--- config.mk ---
export PLATFORM = sky130hd
export DESIGN_NAME = tinyalu_core_flat
export DESIGN_NICKNAME = d
export VERILOG_FILES = /design/src/rtl/tinyalu_ops_pkg.sv /design/src/rtl/tinyalu_core_if.sv /design/src/rtl/tinyalu_mult3.sv /design/src/rtl/tinyalu_core.sv /design/src/flat_wrapper.sv
export SDC_FILE = /design/constraint.sdc
export NUM_CORES = 1
export LEC_CHECK = 0
export ABC_AREA = 1
export CAP_MARGIN = 15
export CORE_UTILIZATION = 45
export DETAILED_ROUTE_END_ITERATION = 10
export GPL_TIMING_DRIVEN = 1
export HOLD_SLACK_MARGIN = 0.12
export PLACE_DENSITY = 0.71
export SETUP_SLACK_MARGIN = 0.4
export SYNTH_ARGS = -nofsm -noshare
export SYNTH_HDL_FRONTEND = slang
export SYNTH_SLANG_ARGS = --single-unit
--- constraint.sdc ---
create_clock -name clk -period 4.35 [get_ports clk]
set_input_delay 0.87 -clock clk [delete_from_list [all_inputs] [get_ports clk]]
set_output_delay 0.87 -clock clk [all_outputs]
set_load 0.02 [all_outputs]
--- src/rtl/tinyalu_ops_pkg.sv ---
// Shared TinyALU definitions: opcode and state encodings, multiplier latency,
// and the combinational evaluation of the single-cycle operations.
package tinyalu_ops_pkg;

    // Opcode encoding as seen on the op pins; 101-111 are reserved.
    typedef enum logic [2:0] {
        NO_OP    = 3'b000,
        ADD_OP   = 3'b001,
        AND_OP   = 3'b010,
        XOR_OP   = 3'b011,
        MUL_OP   = 3'b100,
        RSVD5_OP = 3'b101,
        RSVD6_OP = 3'b110,
        RSVD7_OP = 3'b111
    } operation_t;

    // Responder control states.
    typedef enum logic [1:0] {
        IDLE     = 2'b00,
        BUSY_MUL = 2'b01,
        WAIT_LOW = 2'b10
    } state_t;

    // Number of pipeline stages in the multiplier (launch edge to out_valid edge).
    localparam int MUL_LATENCY = 3;

    // True for the opcodes that complete with illegal_op set.
    function automatic logic is_reserved(input operation_t op);
        is_reserved = (op == RSVD5_OP) || (op == RSVD6_OP) || (op == RSVD7_OP);
    endfunction

    // Result of every operation that completes on its launch edge.
    // The add keeps its carry in bit 8; reserved opcodes produce zero.
    function automatic logic [15:0] alu_single(input operation_t op,
                                               input logic [7:0] a,
                                               input logic [7:0] b);
        logic [8:0] sum;
        sum = {1'b0, a} + {1'b0, b};
        case (op)
            ADD_OP:  alu_single = {7'b0, sum};
            AND_OP:  alu_single = {8'b0, a & b};
            XOR_OP:  alu_single = {8'b0, a ^ b};
            default: alu_single = 16'h0000;
        endcase
    endfunction

endpackage

--- src/rtl/tinyalu_core_if.sv ---
// Start/done operation bus between an ALU initiator and the TinyALU responder.
interface tinyalu_core_if;
    import tinyalu_ops_pkg::*;

    logic        start;
    operation_t  op;
    logic [7:0]  A;
    logic [7:0]  B;
    logic        done;
    logic [15:0] result;
    logic        busy;
    logic        illegal_op;

    // Initiator side: issues requests and observes completion.
    modport master (
        output start, op, A, B,
        input  done, result, busy, illegal_op
    );

    // Responder side: the core.
    modport slave (
        input  start, op, A, B,
        output done, result, busy, illegal_op
    );
endinterface

--- src/rtl/tinyalu_mult3.sv ---
// Three-stage pipelined 8x8 unsigned multiplier with a matching valid shift
// register. Stage 1 captures operands, stage 2 forms two nibble partial
// products, stage 3 sums them into the 16-bit product.
module tinyalu_mult3
    import tinyalu_ops_pkg::*;
(
    input  logic        clk,
    input  logic        reset_n,
    input  logic        in_valid,
    input  logic [7:0]  a,
    input  logic [7:0]  b,
    output logic        out_valid,
    output logic [15:0] product
);

    logic [7:0]             a_s1_reg;
    logic [7:0]             b_s1_reg;
    logic [11:0]            pp_lo_s2_reg;
    logic [11:0]            pp_hi_s2_reg;
    logic [15:0]            prod_s3_reg;
    logic [MUL_LATENCY-1:0] valid_reg;

    // Stage 1: hold the operands sampled on the launch edge.
    always_ff @(posedge clk or negedge reset_n) begin
        if (!reset_n) begin
            a_s1_reg <= 8'h00;
            b_s1_reg <= 8'h00;
        end else if (in_valid) begin
            a_s1_reg <= a;
            b_s1_reg <= b;
        end
    end

    // Stage 2: multiply by the low and high nibble of b separately.
    always_ff @(posedge clk or negedge reset_n) begin
        if (!reset_n) begin
            pp_lo_s2_reg <= 12'h000;
            pp_hi_s2_reg <= 12'h000;
        end else begin
            pp_lo_s2_reg <= 12'(a_s1_reg) * 12'(b_s1_reg[3:0]);
            pp_hi_s2_reg <= 12'(a_s1_reg) * 12'(b_s1_reg[7:4]);
        end
    end

    // Stage 3: recombine the partial products (high one shifted by a nibble).
    always_ff @(posedge clk or negedge reset_n) begin
        if (!reset_n) begin
            prod_s3_reg <= 16'h0000;
        end else begin
            prod_s3_reg <= {4'b0, pp_lo_s2_reg} + {pp_hi_s2_reg, 4'b0};
        end
    end

    // Valid token travels alongside the data, one flop per stage.
    genvar gi;
    generate
        for (gi = 0; gi < MUL_LATENCY; gi++) begin : g_valid
            if (gi == 0) begin : g_first
                // First stage takes the launch strobe.
                always_ff @(posedge clk or negedge reset_n) begin
                    if (!reset_n) valid_reg[gi] <= 1'b0;
                    else          valid_reg[gi] <= in_valid;
                end
            end else begin : g_next
                // Later stages follow the previous stage.
                always_ff @(posedge clk or negedge reset_n) begin
                    if (!reset_n) valid_reg[gi] <= 1'b0;
                    else          valid_reg[gi] <= valid_reg[gi-1];
                end
            end
        end
    endgenerate

    assign out_valid = valid_reg[MUL_LATENCY-1];
    assign product   = prod_s3_reg;

endmodule

--- src/rtl/tinyalu_core.sv ---
// TinyALU responder: accepts one operation per start handshake, completes
// add/and/xor/reserved on the launch edge and mul three edges later, then
// pulses done with a held 16-bit result. A held start never relaunches; the
// initiator must be seen low once before the next request is accepted.
module tinyalu_core
    import tinyalu_ops_pkg::*;
(
    input  logic          clk,
    input  logic          reset_n,
    tinyalu_core_if.slave bus
);

    state_t      state_reg;
    state_t      state_next;
    logic        done_reg;
    logic        done_next;
    logic        illegal_reg;
    logic        illegal_next;
    logic [15:0] result_reg;
    logic [15:0] result_next;

    logic        launch;
    logic        launch_mul;
    logic        launch_single;
    logic        mul_valid;
    logic        mul_complete;
    logic [15:0] mul_product;

    // Launch qualification: only from IDLE, and a no_op request is ignored.
    assign launch        = (state_reg == IDLE) && bus.start && (bus.op != NO_OP);
    assign launch_mul    = launch && (bus.op == MUL_OP);
    assign launch_single = launch && (bus.op != MUL_OP);

    // The multiplier pipeline captures operands on the launch edge itself.
    tinyalu_mult3 u_mult (
        .clk       (clk),
        .reset_n   (reset_n),
        .in_valid  (launch_mul),
        .a         (bus.A),
        .b         (bus.B),
        .out_valid (mul_valid),
        .product   (mul_product)
    );

    // Only a product belonging to the operation in flight counts as completion.
    assign mul_complete = (state_reg == BUSY_MUL) && mul_valid;

    // State register.
    always_ff @(posedge clk or negedge reset_n) begin
        if (!reset_n) state_reg <= IDLE;
        else          state_reg <= state_next;
    end

    // Next-state logic: completion goes to WAIT_LOW while start is still held,
    // otherwise straight back to IDLE.
    always_comb begin
        state_next = state_reg;
        case (state_reg)
            IDLE: begin
                if (launch_mul)         state_next = BUSY_MUL;
                else if (launch_single) state_next = WAIT_LOW;
            end
            BUSY_MUL: begin
                if (mul_valid) state_next = bus.start ? WAIT_LOW : IDLE;
            end
            WAIT_LOW: begin
                if (!bus.start) state_next = IDLE;
            end
            default: state_next = IDLE;
        endcase
    end

    // Completion outputs: done/illegal are one-cycle pulses, result is held.
    always_comb begin
        done_next    = launch_single || mul_complete;
        illegal_next = launch_single && is_reserved(bus.op);
        result_next  = result_reg;
        if (launch_single) begin
            result_next = alu_single(bus.op, bus.A, bus.B);
        end else if (mul_complete) begin
            result_next = mul_product;
        end
    end

    // Output registers; reset mid-operation clears the result and drops the op.
    always_ff @(posedge clk or negedge reset_n) begin
        if (!reset_n) begin
            done_reg    <= 1'b0;
            illegal_reg <= 1'b0;
            result_reg  <= 16'h0000;
        end else begin
            done_reg    <= done_next;
            illegal_reg <= illegal_next;
            result_reg  <= result_next;
        end
    end

    assign bus.done       = done_reg;
    assign bus.illegal_op = illegal_reg;
    assign bus.result     = result_reg;
    assign bus.busy       = (state_reg == BUSY_MUL) || launch;

endmodule

--- src/flat_wrapper.sv ---
// flat-port wrapper written by rule: the top's interface ports become plain ports
module tinyalu_core_flat import tinyalu_ops_pkg::*;
  (clk, reset_n, bus_start, bus_op, bus_A, bus_B, bus_done, bus_result, bus_busy, bus_illegal_op);
  tinyalu_core_if bus_i ();
  input  logic clk;
  input  logic reset_n;
  input wire logic [$bits(bus_i.start)-1:0] bus_start;
  input wire logic [$bits(bus_i.op)-1:0] bus_op;
  input wire logic [$bits(bus_i.A)-1:0] bus_A;
  input wire logic [$bits(bus_i.B)-1:0] bus_B;
  output wire logic [$bits(bus_i.done)-1:0] bus_done;
  output wire logic [$bits(bus_i.result)-1:0] bus_result;
  output wire logic [$bits(bus_i.busy)-1:0] bus_busy;
  output wire logic [$bits(bus_i.illegal_op)-1:0] bus_illegal_op;
  assign bus_i.start = bus_start;
  assign bus_i.op = bus_op;
  assign bus_i.A = bus_A;
  assign bus_i.B = bus_B;
  assign bus_done = bus_i.done;
  assign bus_result = bus_i.result;
  assign bus_busy = bus_i.busy;
  assign bus_illegal_op = bus_i.illegal_op;
  tinyalu_core u_core (.clk(clk), .reset_n(reset_n), .bus(bus_i));
endmodule
==> metrics.yaml <==
run_status:
  status: "finished, violations left"
  violations: "design-rule violations"
logic_synthesis:
  ys_types: 35
  synth_nets: 763
  synth_edf_count: 0
  ys_warn_count: 0
  yosys_register_bits: 79
  synth.avg_cell_area_um2: 8.19
  synth_top_area_share_pct: 36.2
  yosysSeqAreaShare_pct: 36.2
  ys_top_cells_by_area: "dfrtp_1 36%, nand2_1 14%, ha_1 11%, fa_1 9.5%, inv_1 7.6%"
  synth_area_um2: 5460
  async_flop_share_pct: 100
  ys_dominant_reg_cell: "dfrtp_1"
  netlist_top_cells_count: "200 x nand2_1, 111 x inv_1, 79 x dfrtp_1"
  yosysMostFrequentCell: "nand2_1"
  yosysTopAreaCell: "dfrtp_1"
  synthCells: 667
placed_design:
  place_ws_ps: 1020
  placed_area_um2: 5920
  hpwl_um: 8990
  io_buffers: 40
  gp_congestion: 0.878
  dp_cells: 828
critical_path:
  path_common_cell: "clkdlybuf4s50_1"
  worstSetupEndpointType: "output pin"
  slowest_delay_ps: 540
  worst-path-buf-inv: 3
  r2r-end: "u_core.u_mult.pp_hi_s2_reg[10]"
  critical_path_depth: 6
  cp_slowest_cell: "clkdlybuf4s50_1"
  path_cells: "clkdlybuf4s50_1, nor2_2, inv_2, o21ai_0, nand2_1, clkdlybuf4s50_1"
  crit_path_max_fanout: 4
  startpoint: "bus_op[1]"
  rrSetupSlack_ps: 1190
  critPathArrivalTime_ps: 2470
  cp_data_required_time_ps: 3480
  path_class: "in2out"
  crit_family: "buffers and inverters"
  ff2ff_path_depth: 10
  crit_end: "bus_busy"
  startpoint_type: "input pin"
  rr_startpoint: "u_core.u_mult.a_s1_reg[0]"
finish:
  drive_gt1_share_pct: 4.71
  n_fill_cell: 1039
  area_delta_synth_final_pct: 13.9
  stdcell_area_um2: 6220
  fin_nets: 792
  instances_no_fill: 844
  antennaDiodeCount: 0
floorplanning:
  coreArea_um2: 11600
  start_util_pct: 47.0
  placementRows: 39
  dieArea_um2: 12600
  die-width_um: 112
  die_y_um: 112
  io_pins: 41
cts:
  cts_made_buffers: 9
  post_cts_buffers: 0
  clkSinkCount: 79
  holdBufCountCts: 0
  postCtsResizedCells: 0
  cts_root_buf: "clkbuf_16"
  cts_tree: "yes"
  cts_buffer_depth: 2
  clock_latency_ps: 340
  cts.clk_slew.worst_paths_ps: 60
  h-tree-depth: 3
global_route:
  overflow: 0
  grt_pass1_vias: 4299
  grt_first_pass_wirelength_um: 19800
  grt_max_degree: 80
  grt_antenna_before_repair: 0
  track_usage_pct: 19.9
sta:
  setup_violations: 0
  fin_hold_ws_ps: 348
  tightestPinTransition_ps: 947
  fin_crit_sh_pct: 76.9
  min_period_ps: 3340
  clock_skew_ps: 9.33
  clock.fmax_ghz: 0.299
  hold_viol_final: 0
  fin_tns_setup_ps: 0
  rsz0062_at_grt: "no"
  layout_setup_ws_ps: 1010
  slew_headroom_pct: 36.9
  drv_slew: 0
routing:
  wl_per_cell_um: 13.5
  drc: 3
  detail_route.wirelength_um: 11400
  drt_iter0_markers: 242
  firstDrtPassIters: 7
  via_per_inst: 5.07
  dr_total_vias: 4277
  ant_nets: 0
worst_hold_path:
  hp-class: "reg2reg"
  hp-start: "u_core.u_mult.pp_lo_s2_reg[3]"
flow_run:
  cap_violations: 0
power:
  max-vdd-ir-drop_mv: 0.248
  p_per_area_nw_per_um2: 573
  leakage_uw: 0.00349
[logic make-up (layout without fill, tap and decap cells)]
logic type,Yosys count,in the layout,share of synthesized area (%)
AO/OA/AOI/OAI,75,75,7.88
XOR/XNOR,25,25,4.01
adder cells (fa/ha/maj),74,74,20.5
buffers and inverters,136,170,10.0
flip-flops,79,79,36.2
AND/OR/NAND/NOR,278,278,21.3
[per-layer routing]
metal  routed length, µm  track usage, %  vias up  part of all wire, %
met5                   0               0        -                    0
met2                5670            34.5       68                   50
met1                5240            25.5     2061                   46
met3                 360            2.81       14                  3.1
li1                    -               -     2134                    -
met4                 159            6.84        0                  1.4
[cells in the final DEF, fill, tap and decap left out, types with 2 or more instances in the layout]
cell,Yosys,layout
o21ai_0,17,17
fa_1,26,26
or2_2,2,2
nand2_1,200,200
clkinvlp_4,0,2
o21ai_2,3,3
nand3b_1,2,2
clkdlybuf4s50_1,0,39
nand4_1,7,7
clkbuf_16,0,9
ha_1,48,48
o211ai_1,5,5
a21oi_1,35,35
nor3_4,2,2
o21ai_1,4,4
a21o_1,2,2
xnor2_1,9,9
clkinv_4,1,2
inv_1,111,111
nor2_1,28,28
a22oi_1,5,5
dfrtp_1,79,79
nand3_1,32,32
xor2_1,16,16
inv_2,2,2
clkbuf_8,0,3
[worst min-delay path by stage]
stage | cells past startpoint | endpoint | slack, ps
after detailed placement | 0 | u_core.u_mult.product[3] | 340
after global routing | 0 | u_core.u_mult.product[1] | 360
after CTS | 0 | u_core.u_mult.product[3] | 350
after global placement | 0 | u_core.u_mult.product[0] | 330
after floorplan | 0 | u_core.u_mult.out_valid | 330
final | 0 | u_core.u_mult.product[3] | 350
[report_power, final]
part	switching, µW	leakage (µW)	total (µW)	internal (µW)
Sequential	262	0.00101	1270	1010
Combinational	914	0.00233	1570	654
Clock	290	0.000141	722	433
Total	1470	0.00349	3560	2100
[stage by stage]
stage | utilization (%) | total power [µW]
CTS | 53.5 | 3600
detailed placement | 51.0 | 2860
global route | 53.5 | 3890
floorplan | - | 2390
global placement | 51.0 | 2810
finish | 53.5 | 3560
[cell type report]
| cell class | count | area (µm²) | share of cell area (%) |
|---|---|---|---|
| multi-input cells | 452 | 2940 | 47.2 |
| clock inverters | 4 | 28.8 | 0.463 |
| repair buffers | 40 | 398 | 6.40 |
| clock buffers | 12 | 267 | 4.29 |
| flip-flops and latches | 79 | 1980 | 31.8 |
| inverters | 114 | 433 | 6.96 |
| well taps | 143 | 179 | 2.88 |
Note: power is estimated with default switching activity, not from simulation.
